`config.mk`:
```
export PLATFORM = sky130hd
export DESIGN_NAME = stopwatch_ctrl
export DESIGN_NICKNAME = d
export VERILOG_FILES = /design/src/rtl/stopwatch_ctrl.sv
export SDC_FILE = /design/constraint.sdc
export NUM_CORES = 1
export LEC_CHECK = 0
export ABC_CLOCK_PERIOD_IN_PS = 3700
export BUFFER_PORTS_ARGS = -buffer_cell sky130_fd_sc_hd__clkbuf_2
export CAP_MARGIN = 20
export CORE_MARGIN = 2
export CORE_UTILIZATION = 40
export CTS_BUF_LIST = sky130_fd_sc_hd__clkbuf_4 sky130_fd_sc_hd__clkbuf_8
export DETAILED_ROUTE_END_ITERATION = 10
export PLACE_DENSITY_LB_ADDON = 0.12
export REMOVE_ABC_BUFFERS = 1
export SYNTH_ARGS = -nofsm -noshare
export SYNTH_HDL_FRONTEND = slang
export SYNTH_SLANG_ARGS = --single-unit
export TNS_END_PERCENT = 100
```
`constraint.sdc`:
```
create_clock -name clk -period 3.7 [get_ports clk]
set_input_delay 0 -clock clk [delete_from_list [all_inputs] [get_ports clk]]
set_output_delay 0 -clock clk [all_outputs]
set_load 0.01 [all_outputs]
```
`src/rtl/stopwatch_ctrl.sv`:
```
// stopwatch_ctrl: MM:SS BCD stopwatch FSM (IDLE/RUN/PAUSED/ADJ); adjust mode enabled by macro STOPWATCH_ADJUST_EN
module stopwatch_ctrl #(
  parameter bit MIN_WRAP = 1'b1
) (
  input  logic       clk,
  input  logic       rst_n,
  input  logic       tick_1hz,
  input  logic       tick_2hz,
  input  logic       pause_pulse,
  input  logic       clr_pulse,
  input  logic       adj,
  input  logic       sel,
  output logic [3:0] min_tens,
  output logic [3:0] min_ones,
  output logic [3:0] sec_tens,
  output logic [3:0] sec_ones,
  output logic       running,
  output logic       adjusting,
  output logic       blink
);
`ifdef STOPWATCH_ADJUST_EN
  localparam bit ADJ_EN = 1'b1;
`else
  localparam bit ADJ_EN = 1'b0;
`endif
  typedef enum logic [1:0] {IDLE, RUN, PAUSED, ADJ} state_t;
  state_t r_state, w_nxt;
  logic [3:0] r_mt, r_mo, r_st, r_so, w_mt, w_mo, w_st, w_so;
  logic [7:0] w_sec, w_min;
  logic r_running, r_adjusting, r_blink, w_blink, w_adj, w_roll, w_max;
  function automatic logic [7:0] inc59(input logic [3:0] t, input logic [3:0] o);
    return (o == 4'd9) ? ((t == 4'd5) ? 8'h00 : {t + 4'd1, 4'd0}) : {t, o + 4'd1};
  endfunction
  assign w_adj = ADJ_EN && adj;
  assign w_sec = inc59(r_st, r_so);
  assign w_min = inc59(r_mt, r_mo);
  assign w_roll = (r_st == 4'd5) && (r_so == 4'd9);
  assign w_max = w_roll && (r_mt == 4'd5) && (r_mo == 4'd9);
  // next state, next digits and next blink phase; clear beats everything but reset
  always_comb begin
    w_nxt = r_state;
    {w_mt, w_mo, w_st, w_so} = {r_mt, r_mo, r_st, r_so};
    w_blink = 1'b0;
    if (clr_pulse) begin
      w_nxt = IDLE;
      {w_mt, w_mo, w_st, w_so} = 16'h0000;
    end else begin
      case (r_state)
        IDLE:   w_nxt = w_adj ? ADJ : (pause_pulse ? RUN : IDLE);
        PAUSED: w_nxt = w_adj ? ADJ : (pause_pulse ? RUN : PAUSED);
        RUN: begin
          w_nxt = pause_pulse ? PAUSED : RUN;
          if (tick_1hz) begin
            if (w_max && !MIN_WRAP) w_nxt = PAUSED;
            else begin
              {w_st, w_so} = w_sec;
              if (w_roll) {w_mt, w_mo} = w_min;
            end
          end
        end
        ADJ: begin
          w_nxt = w_adj ? ADJ : PAUSED;
          w_blink = w_adj && (r_blink ^ tick_2hz);
          if (w_adj && tick_2hz && sel) {w_mt, w_mo} = w_min;
          if (w_adj && tick_2hz && !sel) {w_st, w_so} = w_sec;
        end
        default: w_nxt = IDLE;
      endcase
    end
  end
  // state, digits and status flags all register together so flags track the state exactly
  always_ff @(posedge clk) begin
    if (!rst_n) begin
      r_state <= IDLE;
      {r_mt, r_mo, r_st, r_so} <= 16'h0000;
      r_running <= 1'b0;
      r_adjusting <= 1'b0;
      r_blink <= 1'b0;
    end else begin
      r_state <= w_nxt;
      {r_mt, r_mo, r_st, r_so} <= {w_mt, w_mo, w_st, w_so};
      r_running <= (w_nxt == RUN);
      r_adjusting <= (w_nxt == ADJ);
      r_blink <= w_blink;
    end
  end
  assign min_tens = r_mt;
  assign min_ones = r_mo;
  assign sec_tens = r_st;
  assign sec_ones = r_so;
  assign running = r_running;
  assign adjusting = ADJ_EN && r_adjusting;
  assign blink = ADJ_EN && r_blink;
endmodule

```
==> results.yml, run 1 <==
cells_and_area:
  nFillCells: 237
  nets: 144
  final_cell_mix: "clkbuf_2, dfxtp_1, nor2_1"
  final_common_cell: "clkbuf_2"
  diodes: 0
  stdcell_area_um2: 1150
  drive_gt1_share_pct: 23.7
  area_growth_pct: 16.4
synthesis:
  synth-seq-cells: 19
  synth-edff-count: 0
  yosys.area.top_type_share_pct: 38.6
  netlist_area_um2: 986
  ys.flop_type: "dfxtp_1"
  synth.area.top_cells: "dfxtp_1, nor2_1, a21oi_1"
  syn_area_per_cell_um2: 8.80
  synthArstFlopShare_pct: 0
  yosysSeqAreaShare_pct: 38.6
  ys_warn_count: 0
  synth_cell_type_count: 35
  synthDominantAreaCellType: "dfxtp_1"
  syn_inst: 112
power_and_ir_drop:
  vdd.ir_drop.worst_mv: 0.156
  p_seq_share_pct: 62.9
  p_switching_w: 0.0000769
  p_comb_share_pct: 4.7
  p_sw_share_pct: 23.4
  p_clk_share_pct: 32.4
  p_per_area_nw_per_um2: 287
  p_int_w: 0.000252
  leakage_nw: 0.458
worst_hold_path:
  hold_path.class: "in2reg"
  hold_path_depth: 4
  min_to: "sec_ones[0]$_SDFFE_PP0P_"
  min_from: "tick_1hz"
timing:
  tightest_slew_ns: 0.732
  slew_headroom_pct: 51.2
  final.setup.tns_ns: 0
  fin_crit_ns: 1.61
  skew_ns: 0.00304
  fmax_mhz: 619
  setup_slack_ns: 2.09
  hold_viol_final: 0
  rsz0062_at_grt: "no"
  slew_violations: 0
  finalCritPeriodShare_pct: 43.6
  setup_viol: 0
worst_setup_path:
  worst-setup-path-type: "reg2reg"
  end_kind: "flop"
  crit_path_start_kind: "flop"
  cp_data_required_time_ns: 3.95
  cpPeakStageDelay_ns: 0.49
  cpMaxStageDelayCell: "or4_1"
  path_cells: "and4b_1, nand3_2, or4_1, nand2_1"
  r2r_cells: 4
  cp_max_fo: 6
  reg2reg_to: "sec_tens[3]$_SDFFE_PP0P_"
  cp.arrival_ns: 1.86
  r2r_setup_slack_ns: 2.09
  timing.rr.start: "sec_ones[0]$_SDFFE_PP0P_"
cts:
  clockBufferDepth: 2
  cts_buffers: 3
  cts-root-buf: "clkbuf_4"
  cts_setup_buffers: 0
  insertion_delay_ns: 0.30
  h-tree-depth: 1
  clkTransAtPathRegs_ns: 0.11
  cts_sinks: 19
  cts_tree: "built"
drt:
  via_count: 863
  vias_per_cell: 5.29
  drc_errors: 0
  wl_um: 1940
  wl_per_cell_um: 11.9
  dr.pass1.iters: 4
  drt_iter0_markers: 8
  ant_nets: 0
placed_design:
  gp_congestion: 0.669
  port_buffers: 21
  post-dp-hpwl_um: 1380
  placed_area_um2: 1100
  post-place-ws_ns: 2.10
floorplanning:
  ios: 27
  die_w_um: 53.6
  dieArea_um2: 2880
  initial_core_util_pct: 43.3
  die_y_um: 53.6
  rows: 17
  core_area_um2: 2280
grt:
  grt_pass1_wl_um: 2970
  grt_usage_pct: 14.3
  grt.overflow.total: 0
  antenna_found_initial: 0
  grt_pass1_vias: 671
  grt_max_degree: 20
run:
  max_cap_viol_count: 0
run_status:
  status: "complete, no violations"
cell type report:
class	count	area, um^2	area share (%)
clock buffers	3	22.5	1.96
clock inverters	1	5.00	0.436
inverters	5	18.8	1.64
multi-input cells	84	561	48.9
flip-flops and latches	19	380	33.2
well taps	28	35.0	3.05
repair buffers	23	125	10.9
synth_stat cells, types with 2 or more instances:
cell	count
a21oi_1	10
buf_4	3
clkbuf_1	2
dfxtp_1	19
inv_1	5
mux2i_1	4
nand2_1	8
nand2b_1	2
nand3_2	2
nand4_1	2
nand4b_1	2
nand4bb_1	3
nor2_1	14
nor2b_1	3
nor3_1	2
o21ai_0	8
or3_1	2
xor2_1	4
state kept, by name (all words and copies together), names as in the netlist:
register  flops
min_ones      4
min_tens      4
sec_ones      4
sec_tens      4
r_state       2
running       1
power groups by stage:
stage / combinational, W / clock [W] / sequential (W)
after floorplan: 0.00000782 / 0 / 0.000212
after global placement: 0.0000136 / 0 / 0.000212
after detailed placement: 0.0000139 / 0 / 0.000212
after CTS: 0.0000156 / 0.000111 / 0.000207
after global routing: 0.0000173 / 0.000121 / 0.000207
final: 0.0000153 / 0.000107 / 0.000207
per-stage QoR:
step	std cells	hold slack (ns)	util (%)	total power (W)
6_report	163	0.0514	50.4	0.000329
5_1_grt	163	0.0658	50.4	0.000345
4_1_cts	163	0.0434	50.4	0.000334
3_5_place_dp	157	0.313	48.3	0.000226
3_3_place_gp	157	0.290	48.3	0.000225
2_1_floorplan	108	0.152	-	0.000220
logic make-up after synthesis:
group | synth area share, %
compound gates | 12.6
xor+xnor | 3.55
flops | 38.6
buf+inv | 4.95
mux | 5.58
simple gates | 34.4
other cells | 0.380
worst max-delay path, delay by kind of cell, from the launching register on:
| kind | cells | cell delay, ns |
|---|---|---|
| flip-flops | 1 | 0.46 |
| AND/OR/NAND/NOR | 4 | 1.11 |
repair_timing:
action	in CTS	in global routing
hold endpoints to repair	4	0
hold buffers	2	0
gates resized for setup	0	0
how the worst max path moves through the flow:
stage,cells after the start,endpoint,startpoint
after floorplan,4,min_tens[3]$_SDFFE_PP0P_,sec_ones[1]$_SDFFE_PP0P_
after global placement,4,min_tens[3]$_SDFFE_PP0P_,sec_ones[1]$_SDFFE_PP0P_
after detailed placement,4,min_tens[3]$_SDFFE_PP0P_,sec_ones[1]$_SDFFE_PP0P_
after CTS,4,min_tens[3]$_SDFFE_PP0P_,sec_ones[1]$_SDFFE_PP0P_
after global routing,4,min_ones[2]$_SDFFE_PP0P_,sec_ones[0]$_SDFFE_PP0P_
final,4,sec_tens[3]$_SDFFE_PP0P_,sec_ones[0]$_SDFFE_PP0P_
layer usage:
layer	global-route usage [%]	routed length [um]	vias up	share of wire, %
met5	0	0	-	0
met4	6.41	14	0	0.72
met3	2.50	60	2	3.1
met2	23.3	939	14	49
met1	18.5	920	405	48
li1	-	-	442	-
Note: power is estimated with default switching activity, not from simulation.
==> run 2, diff against run 1 <==
--- a/config.mk
+++ b/config.mk
@@ -5,7 +5,7 @@
 export SDC_FILE = /design/constraint.sdc
 export NUM_CORES = 1
 export LEC_CHECK = 0
-export ABC_CLOCK_PERIOD_IN_PS = 3700
+export ABC_CLOCK_PERIOD_IN_PS = 1600
 export BUFFER_PORTS_ARGS = -buffer_cell sky130_fd_sc_hd__clkbuf_2
 export CAP_MARGIN = 20
 export CORE_MARGIN = 2
==> constraint.sdc (replaced) <==
create_clock -name clk -period 1.6 [get_ports clk]
set_input_delay 0 -clock clk [delete_from_list [all_inputs] [get_ports clk]]
set_output_delay 0 -clock clk [all_outputs]
set_load 0.01 [all_outputs]
==> results.yml, run 2 (same netlist as run 1, synthesis figures left out) <==
run:
  max_cap_viol_count: 0
grt:
  grt_max_degree: 19
  grt_pass1_wl_um: 3190
  grt.overflow.total: 0
  antenna_found_initial: 0
  grt_usage_pct: 15.6
  grt_pass1_vias: 741
cells_and_area:
  final_cell_mix: "clkbuf_2, dfxtp_1, nor2_1"
  stdcell_area_um2: 1250
  nFillCells: 226
  seq_area_um2: 387
  nets: 157
  multi_input_area_um2: 562
  diodes: 0
  final_common_cell: "clkbuf_2"
  area_growth_pct: 27.0
  fin_util_pct: 55.0
  drive_gt1_share_pct: 33.1
worst_setup_path:
  cp_max_fo: 4
  crit_path_start_kind: "flop"
  cp_data_required_time_ns: 1.80
  worst-setup-path-type: "reg2reg"
  end_kind: "flop"
  cp.arrival_ns: 1.71
drt:
  ant_nets: 0
  wl_um: 1970
  drc_errors: 0
  dr.pass1.iters: 4
  vias_per_cell: 5.07
  wl_per_cell_um: 11.2
  drt_iter0_markers: 15
  via_count: 892
worst_hold_path:
  hold_path.class: "in2reg"
cts:
  clkTransAtPathRegs_ns: 0.11
  cts_sinks: 19
  h-tree-depth: 1
  cts-root-buf: "clkbuf_4"
  cts_buffers: 3
  insertion_delay_ns: 0.31
  clockBufferDepth: 2
  cts_tree: "built"
floorplanning:
  rows: 17
  die_y_um: 53.6
  ios: 27
  core_area_um2: 2280
  initial_core_util_pct: 43.3
  die_w_um: 53.6
  dieArea_um2: 2880
placed_design:
  port_buffers: 21
  gp_congestion: 0.727
  placed_area_um2: 1190
  post-dp-hpwl_um: 1470
timing:
  holdWs_ns: 0.0483
  fmax_mhz: 663
  slew_violations: 0
  finalCritPeriodShare_pct: 94.2
  setup_viol: 0
  skew_ns: 0.00902
  rsz0062_at_grt: "yes"
  hold_viol_final: 0
  fin_crit_ns: 1.51
power_and_ir_drop:
  p_per_area_nw_per_um2: 609
  leakage_nw: 0.528
  vdd.ir_drop.worst_mv: 0.620
  power_w: 0.000763
run_status:
  status: "complete, no violations"
[run 2: worst max-delay path: stages (launching register included)]
cell and delay [ns]:
dfxtp_4 0.37, nand4b_1 0.21, nor4_4 0.39, nand3_2 0.12, mux2_4 0.31
[run 2: power by group]
part | internal (W) | switching, W | leakage, nW
Combinational | 0.0000166 | 0.0000220 | 0.355
Sequential | 0.000474 | 0.00000247 | 0.155
Clock | 0.0000933 | 0.000155 | 0.0177
[run 2: area by class of cell]
class | instances | area share (%)
Inverter | 5 | 1.50
Clock inverter | 1 | 0.400
Sequential cell | 19 | 30.9
Timing Repair Buffer | 36 | 17.8
Clock buffer | 3 | 1.80
Tap cell | 28 | 2.80
Multi-Input combinational cell | 84 | 44.9
[run 2: final timing paths]
path	start	end	slack (ns)	cells past startpoint
max	min_ones[1]$_SDFFE_PP0P_	min_tens[3]$_SDFFE_PP0P_	0.09	4
min	rst_n	sec_tens[3]$_SDFFE_PP0P_	0.05	4
max reg2reg	min_ones[1]$_SDFFE_PP0P_	min_tens[3]$_SDFFE_PP0P_	0.09	4
min reg2reg	sec_ones[3]$_SDFFE_PP0P_	sec_ones[3]$_SDFFE_PP0P_	0.53	2
[run 2: through the flow]
stage                     instances  TNS [ns]  setup WS (ns)
after global placement          169         0          0.108
after CTS                       175         0         0.0519
after detailed placement        169         0         0.0884
final                           176         0         0.0921
after floorplan                 108         0         0.0820
after global routing            176   -0.0212        -0.0212
[run 2: what timing repair did]
action	CTS	global route
setup buffers	0	1
endpoints found under the setup margin	0	3
endpoints found under the hold margin	5	0
gates resized for setup	0	5
hold buffers	2	0
[run 2: layer usage]
layer,track usage [%],vias to the layer above,routed length [um]
li1,-,469,-
met5,0,-,0
met2,24.9,18,906
met1,19.1,403,947
met4,5.13,0,17
met3,6.11,2,93
==> run 3, diff against run 2 <==
--- a/config.mk
+++ b/config.mk
@@ -10,7 +10,7 @@
 export CAP_MARGIN = 20
 export CORE_MARGIN = 2
 export CORE_UTILIZATION = 40
-export CTS_BUF_LIST = sky130_fd_sc_hd__clkbuf_4 sky130_fd_sc_hd__clkbuf_8
+export CTS_BUF_LIST = sky130_fd_sc_hd__clkbuf_8
 export DETAILED_ROUTE_END_ITERATION = 10
 export PLACE_DENSITY_LB_ADDON = 0.12
 export REMOVE_ABC_BUFFERS = 1
==> results.yml, run 3 (same netlist as run 1, synthesis figures left out) <==
run_status:
  status: "complete, no violations"
placed_design:
  post-dp-hpwl_um: 1470
  post-place-ws_ns: 0.0884
  port_buffers: 21
  gp_congestion: 0.727
worst_hold_path:
  hold_path.class: "in2reg"
  min_from: "pause_pulse"
cells_and_area:
  final_common_cell: "clkbuf_2"
  area_growth_pct: 26.6
  diodes: 0
  drive_gt1_share_pct: 32.2
  nets: 155
  final_cell_mix: "clkbuf_2, dfxtp_1, nor2_1"
  nFillCells: 231
cts:
  cts-root-buf: "clkbuf_8"
  cts_hold_buf: 0
  cts_tree: "built"
  cts_sinks: 19
  h-tree-depth: 1
  cts_buffers: 3
  insertion_delay_ns: 0.26
  clockBufferDepth: 2
  clkTransAtPathRegs_ns: 0.08
drt:
  dr.pass1.iters: 4
  via_count: 879
  wl_per_cell_um: 11.2
  ant_nets: 0
  drt_iter0_markers: 16
  wl_um: 1950
  drc_errors: 0
  vias_per_cell: 5.05
worst_setup_path:
  crit_family: "simple AND/OR/NAND/NOR gates"
  path_cells: "nand4bb_1, nor4_4, nand3_2, mux2_4"
  worstSetupEndpoint: "min_tens[3]$_SDFFE_PP0P_"
  r2r_cells: 4
  reg2reg_to: "min_tens[3]$_SDFFE_PP0P_"
  worst-setup-path-type: "reg2reg"
  cp.arrival_ns: 1.67
  cpPeakStageDelay_ns: 0.42
  cp_num_buf_inv: 0
  critPathLaunch: "sec_ones[3]$_SDFFE_PP0P_"
  end_kind: "flop"
  r2r_setup_slack_ns: 0.08
  cp_max_fo: 6
  cp_data_required_time_ns: 1.75
  cpMaxStageDelayCell: "dfxtp_1"
  crit_path_start_kind: "flop"
  cp.depth: 4
  timing.rr.start: "sec_ones[3]$_SDFFE_PP0P_"
grt:
  grt_pass1_vias: 733
  grt.overflow.total: 0
  grt_usage_pct: 15.5
  antenna_found_initial: 0
  grt_max_degree: 19
  grt_pass1_wl_um: 3190
power_and_ir_drop:
  p_per_area_nw_per_um2: 682
  leakage_nw: 0.527
  vdd.ir_drop.worst_mv: 0.543
timing:
  finalCritPeriodShare_pct: 94.9
  setup_viol: 0
  slew_violations: 0
  fin_crit_ns: 1.52
  skew_ns: 0.00792
  setup_slack_ns: 0.0819
  rsz0062_at_grt: "yes"
  hold_viol_final: 0
  holdWs_ns: 0.0215
  fmax_mhz: 659
floorplanning:
  ios: 27
  core_area_um2: 2280
  die_w_um: 53.6
  die_y_um: 53.6
  initial_core_util_pct: 43.3
  dieArea_um2: 2880
  rows: 17
run:
  max_cap_viol_count: 0
-- run 3: cell count changes in the layout (fill, tap and decap cells not counted), sizes merged --
cell         before  now
dlygate4sd3       2    0
-- run 3: timing repair --
| item | 4_1_cts | 5_1_grt |
|---|---|---|
| setup buffers | 0 | 1 |
| setup endpoints to repair | 0 | 1 |
| resized for setup | 0 | 3 |
-- run 3: how the worst min path moves through the flow --
stage,to,slack [ns],cells after the start
floorplan,r_state[1]$_SDFF_PN0_,0.15,2
global placement,r_state[1]$_SDFF_PN0_,0.29,3
detailed placement,sec_tens[2]$_SDFFE_PP0P_,0.30,4
CTS,sec_tens[2]$_SDFFE_PP0P_,0.02,4
global route,sec_tens[2]$_SDFFE_PP0P_,0.04,4
finish,r_state[1]$_SDFF_PN0_,0.02,3
-- run 3: tightest hold or removal path, stage by stage --
cell and delay (ns):
clkbuf_2 0.11, mux2i_1 0.07, nor2_1 0.07
-- run 3: layout make-up --
class	count	area [um^2]	share of cell area, %
timing repair buffer	34	203	16.2
clock buffer	3	41.3	3.31
inverter	5	18.8	1.50
tap	28	35.0	2.81
sequential	19	385	30.9
clock inverter	1	5.00	0.401
multi-input combinational	84	561	44.9
-- run 3: metal layers --
| metal | track usage (%) | up-vias | wire length (um) | share of wire (%) |
|---|---|---|---|---|
| met1 | 19.3 | 396 | 955 | 49 |
| met2 | 24.5 | 17 | 871 | 45 |
| met4 | 5.13 | 0 | 26 | 1.3 |
| met3 | 6.11 | 5 | 97 | 5.0 |
| met5 | 0 | - | 0 | 0 |
| li1 | - | 461 | - | - |
-- run 3: power breakdown --
group          switching [W]  total [W]  internal [W]
combinational      0.0000215  0.0000350     0.0000135
clock               0.000166   0.000340      0.000173
sequential        0.00000243   0.000476      0.000474
total               0.000190   0.000851      0.000661
-- run 3: metrics by stage --
stage | TNS [ns] | util (%) | area, um^2 | instances | total power [W]
finish | 0 | 54.9 | 1250 | 174 | 0.000851
global route | -0.00862 | 54.9 | 1250 | 174 | 0.000885
CTS | 0 | 54.3 | 1240 | 173 | 0.000867
detailed placement | 0 | 52.3 | 1190 | 169 | 0.000525
global placement | 0 | 52.3 | 1190 | 169 | 0.000523
floorplan | 0 | - | 960 | 108 | 0.000508
